[src/rtl/serial_mul_pkg.sv]
// serial_mul_pkg: shared types and helpers for the serial multiplier front end.
//   feeder_state_t     : serial_operand_feeder FSM states
//   DATA_WIDTH_DEFAULT : default operand width
//   frame_len()        : valid cycles per frame (operand bits + flush bits)
package serial_mul_pkg;
  typedef enum logic [1:0] {IDLE, SHIFT, FLUSH} feeder_state_t;

  localparam int DATA_WIDTH_DEFAULT = 8;

  function automatic int frame_len(input int dw, input int flush);
    return dw + flush;
  endfunction
endpackage

[src/rtl/piso_shift_reg.sv]
// piso_shift_reg: parallel-in serial-out shift register, LSB first.
//   i_clk   clock
//   i_rst   synchronous active-high reset, clears the register
//   i_load  parallel load of i_data (wins over i_shift)
//   i_shift shift right by one, zero shifted in at the MSB
//   i_data  parallel load value
//   o_bit   current LSB
module piso_shift_reg #(
  parameter int WIDTH = 8
) (
  input  logic             i_clk,
  input  logic             i_rst,
  input  logic             i_load,
  input  logic             i_shift,
  input  logic [WIDTH-1:0] i_data,
  output logic             o_bit
);
  logic [WIDTH-1:0] sr;

  always_ff @(posedge i_clk) begin
    if (i_rst)        sr <= '0;
    else if (i_load)  sr <= i_data;
    else if (i_shift) sr <= {1'b0, sr[WIDTH-1:1]};
  end

  assign o_bit = sr[0];
endmodule

[src/rtl/serial_operand_feeder.sv]
// serial_operand_feeder: accepts one (A, B) pair per frame over valid/ready
// and streams both LSB-first, one bit per cycle, followed by FLUSH_CYCLES
// zero bits so a downstream serial multiplier drains.
//   i_clk, i_rst        clock, synchronous active-high reset
//   i_valid/o_ready     operand handshake; i_a, i_b operands
//   i_hold              downstream stall, freezes the frame
//   o_valid, o_a, o_b   serial bit stream
//   o_first, o_last     first / final valid cycle of a frame
// Build option: SERIAL_FEEDER_BACK2BACK_EN lets the next pair be accepted in
// the o_last cycle so frames stream with no idle gap.
module serial_operand_feeder
  import serial_mul_pkg::*;
#(
  parameter int DATA_WIDTH   = DATA_WIDTH_DEFAULT,
  parameter int FLUSH_CYCLES = DATA_WIDTH
) (
  input  logic                  i_clk,
  input  logic                  i_rst,
  input  logic                  i_valid,
  output logic                  o_ready,
  input  logic [DATA_WIDTH-1:0] i_a,
  input  logic [DATA_WIDTH-1:0] i_b,
  input  logic                  i_hold,
  output logic                  o_valid,
  output logic                  o_a,
  output logic                  o_b,
  output logic                  o_first,
  output logic                  o_last
);
  localparam int LEN = frame_len(DATA_WIDTH, FLUSH_CYCLES);
  localparam int CW  = $clog2(LEN + 1);

  feeder_state_t state;
  logic [CW-1:0] cnt;   // bit index within the frame, 0..LEN-1
  logic          step;  // a frame bit is presented and consumed this cycle
  logic          accept;
  logic          at_data_end;
  logic          at_frame_end;

  assign step         = (state != IDLE) & ~i_hold;
  assign at_data_end  = (cnt == CW'(DATA_WIDTH - 1));
  assign at_frame_end = (cnt == CW'(LEN - 1));

  assign o_valid = step;
  assign o_first = step & (state == SHIFT) & (cnt == '0);
  assign o_last  = step & at_frame_end;

`ifdef SERIAL_FEEDER_BACK2BACK_EN
  assign o_ready = (state == IDLE) | o_last;
`else
  assign o_ready = (state == IDLE);
`endif

  assign accept = i_valid & o_ready;

  always_ff @(posedge i_clk) begin
    if (i_rst) begin
      state <= IDLE;
      cnt   <= '0;
    end else if (accept) begin
      state <= SHIFT;
      cnt   <= '0;
    end else if (step) begin
      case (state)
        SHIFT: begin
          if (at_data_end) begin
            if (FLUSH_CYCLES == 0) begin
              state <= IDLE;
              cnt   <= '0;
            end else begin
              state <= FLUSH;
              cnt   <= cnt + CW'(1);
            end
          end else begin
            cnt <= cnt + CW'(1);
          end
        end
        FLUSH: begin
          if (at_frame_end) begin
            state <= IDLE;
            cnt   <= '0;
          end else begin
            cnt <= cnt + CW'(1);
          end
        end
        default: begin
          state <= IDLE;
          cnt   <= '0;
        end
      endcase
    end
  end

  // After DATA_WIDTH shifts both registers hold zero, so flush bits come
  // out as zeros without any output muxing.
  piso_shift_reg #(.WIDTH(DATA_WIDTH)) u_sr_a (
    .i_clk  (i_clk),
    .i_rst  (i_rst),
    .i_load (accept),
    .i_shift(step),
    .i_data (i_a),
    .o_bit  (o_a)
  );

  piso_shift_reg #(.WIDTH(DATA_WIDTH)) u_sr_b (
    .i_clk  (i_clk),
    .i_rst  (i_rst),
    .i_load (accept),
    .i_shift(step),
    .i_data (i_b),
    .o_bit  (o_b)
  );
endmodule

[config.mk]
export PLATFORM = sky130hd
export DESIGN_NAME = serial_operand_feeder
export DESIGN_NICKNAME = d
export VERILOG_FILES = /design/src/rtl/serial_mul_pkg.sv /design/src/rtl/piso_shift_reg.sv /design/src/rtl/serial_operand_feeder.sv
export SDC_FILE = /design/constraint.sdc
export NUM_CORES = 1
export LEC_CHECK = 0
export ABC_CLOCK_PERIOD_IN_PS = 3200
export CAP_MARGIN = 30
export CORE_ASPECT_RATIO = 0.8
export CORE_MARGIN = 1
export CORE_UTILIZATION = 52
export DETAILED_ROUTE_END_ITERATION = 8
export PLACE_DENSITY_LB_ADDON = 0.25
export SKIP_LAST_GASP = 1
export SLEW_MARGIN = 10
export SYNTH_ARGS = -nofsm -noshare
export SYNTH_HDL_FRONTEND = slang
export SYNTH_SLANG_ARGS = --single-unit
export TNS_END_PERCENT = 50
[constraint.sdc]
create_clock -name i_clk -period 3.2 [get_ports i_clk]
set_clock_uncertainty 0.2 [all_clocks]
set_input_delay 0.32 -clock i_clk [delete_from_list [all_inputs] [get_ports i_clk]]
set_output_delay 0.32 -clock i_clk [all_outputs]
set_load 0.1 [all_outputs]
==> impl_metrics.yaml <==
yosys:
  synth_area_leaders: "dfxtp_1, ha_1, nand2_1, a21oi_1, a311oi_1"
  synth-edff-count: 0
  yosys.area.top_type: "dfxtp_1"
  synth_top_flop_cell: "dfxtp_1"
  ys_ff_latch: 23
  synth_common_cells: "dfxtp_1, nand2_1, a21oi_1, nand3_1, nor3_1"
  post_synth.cell_area_avg_um2: 8.14
  yosysTopAreaCellShare: 0.398
  async_reset_ff_frac: 0
  ys_types: 31
  yosysSeqAreaShare: 0.398
  yosys_warnings: 0
  synthCells: 142
  synthesis.area_um2: 1160
  synthMostInstantiatedCell: "dfxtp_1"
  synth_fp_nets: 169
die:
  io_pins: 26
  rows: 14
  start_util: 0.584
  die_area_um2: 2420
  core_area_um2: 1980
  die_w_um: 54.7
  die_h_um: 44.2
pwr:
  irDropWorstVdd_uv: 325
  power_density_nw_per_um2: 423
  cellLeakagePower_nw: 0.519
clocking:
  ctsRootBufferMaster: "clkbuf_4"
  clk_pin_slew_ns: 0.12
  cts.repair.resized: 0
  post_cts_buffers: 0
  cts.path.max_buffers: 2
  hold_buffers: 0
  h-tree-depth: 1
  cts-buffers-inserted: 3
  clk_latency_ns: 0.31
  cts_tree: "done"
  clock-sinks: 23
worst_setup_path:
  start_kind: "register"
  crit_type: "reg2out"
  rr_startpoint: "state[1]$_SDFFE_PP0P_"
  worstPathArrival_ns: 2.12
  cp-end-kind: "output port"
  regToRegEndpoint: "state[1]$_SDFFE_PP0P_"
  path_max_fanout: 23
  crit_end: "o_valid"
  crit_required_ns: 2.68
  startpoint: "state[1]$_SDFFE_PP0P_"
  reg2reg_slack_ns: 0.84
  ff2ff_path_depth: 7
global_route:
  antenna_found_initial: 0
  grt_usage: 0.237
  grt_max_degree: 25
  grt_overflow: 0
  grt_pass1_wl_um: 4130
  grt_pass1_vias: 995
worst_hold_path:
  hp-class: "reg2reg"
sta:
  finalCritPeriodShare: 0.824
  final-max-slew-violation-count: 0
  finalCriticalPeriod_ns: 2.64
  worst_slack_ns: 0.562
  fin_hold_ws_ns: 0.276
  finalHoldViolCount: 0
  clock.fmax_mhz: 379
  setup-tns-final_ns: 0
  setup_viol: 0
  grt_setup_unrepaired: "false"
  relSlewSlack: 0.355
  worst_slew_pin_slew_ns: 0.965
finish:
  drive_above_1_share: 0.0741
  final_cells: 186
  fin_nets: 190
  antenna_cells: 0
  syn_to_final_growth_pct: 24.6
place:
  dpl.hpwl_um: 1830
  placedCellCount: 182
  dp_slack_ns: 0.763
  numPortBuffers: 25
  place_congestion: 0.853
routing:
  drc: 0
  drt_iter0_drc: 44
  wl_per_cell_um: 14.1
  antenna_left: 0
  first_pass_iters: 5
  wl_um: 2620
  vias_per_cell: 5.94
  vias: 1104
run_status:
  status: "finished clean"
flow_run:
  drv_cap: 0
[sequential cells by signal (all words and copies together) (netlist names)]
| register | count |
|---|---|
| state | 2 |
| u_sr_a.sr | 8 |
| u_sr_b.sr | 8 |
| cnt | 5 |
[per-layer routing]
layer  vias up  GRT usage  part of all wire  wire, µm
li1        546          -                 -         -
met1       515      0.304              0.48      1250
met2        41      0.393              0.46      1210
met3         2     0.0619             0.054       142
met4         0     0.0564            0.0053        14
met5         -          0                 0         0
[how the worst min path moves through the flow]
stage / start / endpoint / slack (ns) / cells past startpoint
after floorplan: u_sr_a.sr[5]$_SDFFE_PP0P_ / u_sr_a.sr[5]$_SDFFE_PP0P_ / 0.25 / 2
after global placement: u_sr_a.sr[7]$_SDFFE_PP0P_ / u_sr_a.sr[7]$_SDFFE_PP0P_ / 0.26 / 2
after detailed placement: u_sr_b.sr[7]$_SDFFE_PP0P_ / u_sr_b.sr[7]$_SDFFE_PP0P_ / 0.26 / 2
after CTS: u_sr_b.sr[7]$_SDFFE_PP0P_ / u_sr_b.sr[7]$_SDFFE_PP0P_ / 0.28 / 2
after global routing: u_sr_b.sr[5]$_SDFFE_PP0P_ / u_sr_b.sr[5]$_SDFFE_PP0P_ / 0.32 / 2
final: u_sr_a.sr[0]$_SDFFE_PP0P_ / u_sr_a.sr[0]$_SDFFE_PP0P_ / 0.28 / 2
[cell type report]
| cell class | count | area [µm²] |
|---|---|---|
| multi-input cells | 101 | 619 |
| flip-flops and latches | 23 | 460 |
| inverters | 8 | 30.0 |
| repair buffers | 26 | 273 |
| well taps | 24 | 30.0 |
| clock inverters | 1 | 5.00 |
| fillers | 166 | 539 |
| clock buffers | 3 | 22.5 |
[logic make-up after synthesis]
family / count (synthesis) / share of synthesized area
adders and majority gates: 7 / 0.0758
DFF: 23 / 0.398
AOI/OAI and AO/OA: 35 / 0.205
buffers and inverters: 18 / 0.0714
and+or+nand+nor: 59 / 0.250
[placed cells by master, fill, tap and decap left out, types with 3 or more instances in the layout]
| cell | instances |
|---|---|
| buf_4 | 3 |
| o211ai_1 | 4 |
| nand3_1 | 10 |
| dfxtp_1 | 23 |
| clkdlybuf4s50_1 | 21 |
| a22oi_1 | 4 |
| a311oi_1 | 6 |
| o22ai_1 | 4 |
| nor3_1 | 8 |
| nand2_1 | 19 |
| ha_1 | 7 |
| inv_1 | 7 |
| a21oi_1 | 11 |
| clkbuf_4 | 3 |
| nor2_1 | 8 |
| nor2b_1 | 3 |
[report_power, final]
| group | switching, mW | internal [mW] |
|---|---|---|
| sequential | 0.0117 | 0.308 |
| combinational | 0.0977 | 0.0593 |
| clock | 0.0857 | 0.0467 |
[critical path: stages (launching register included)]
cell	delay [ns]
dfxtp_1	0.34
inv_1	0.10
ha_1	0.26
or2_1	0.63
inv_2	0.06
buf_4	0.23
buf_12	0.18
[through the flow]
stage	utilization	cell area, µm²	power (mW)
6_report	0.728	1440	0.609
5_1_grt	0.728	1440	0.637
4_1_cts	0.728	1440	0.609
3_5_place_dp	0.714	1410	0.481
3_3_place_gp	0.714	1410	0.477
2_1_floorplan	-	1160	0.433
Power figures use the tool's default switching activity.
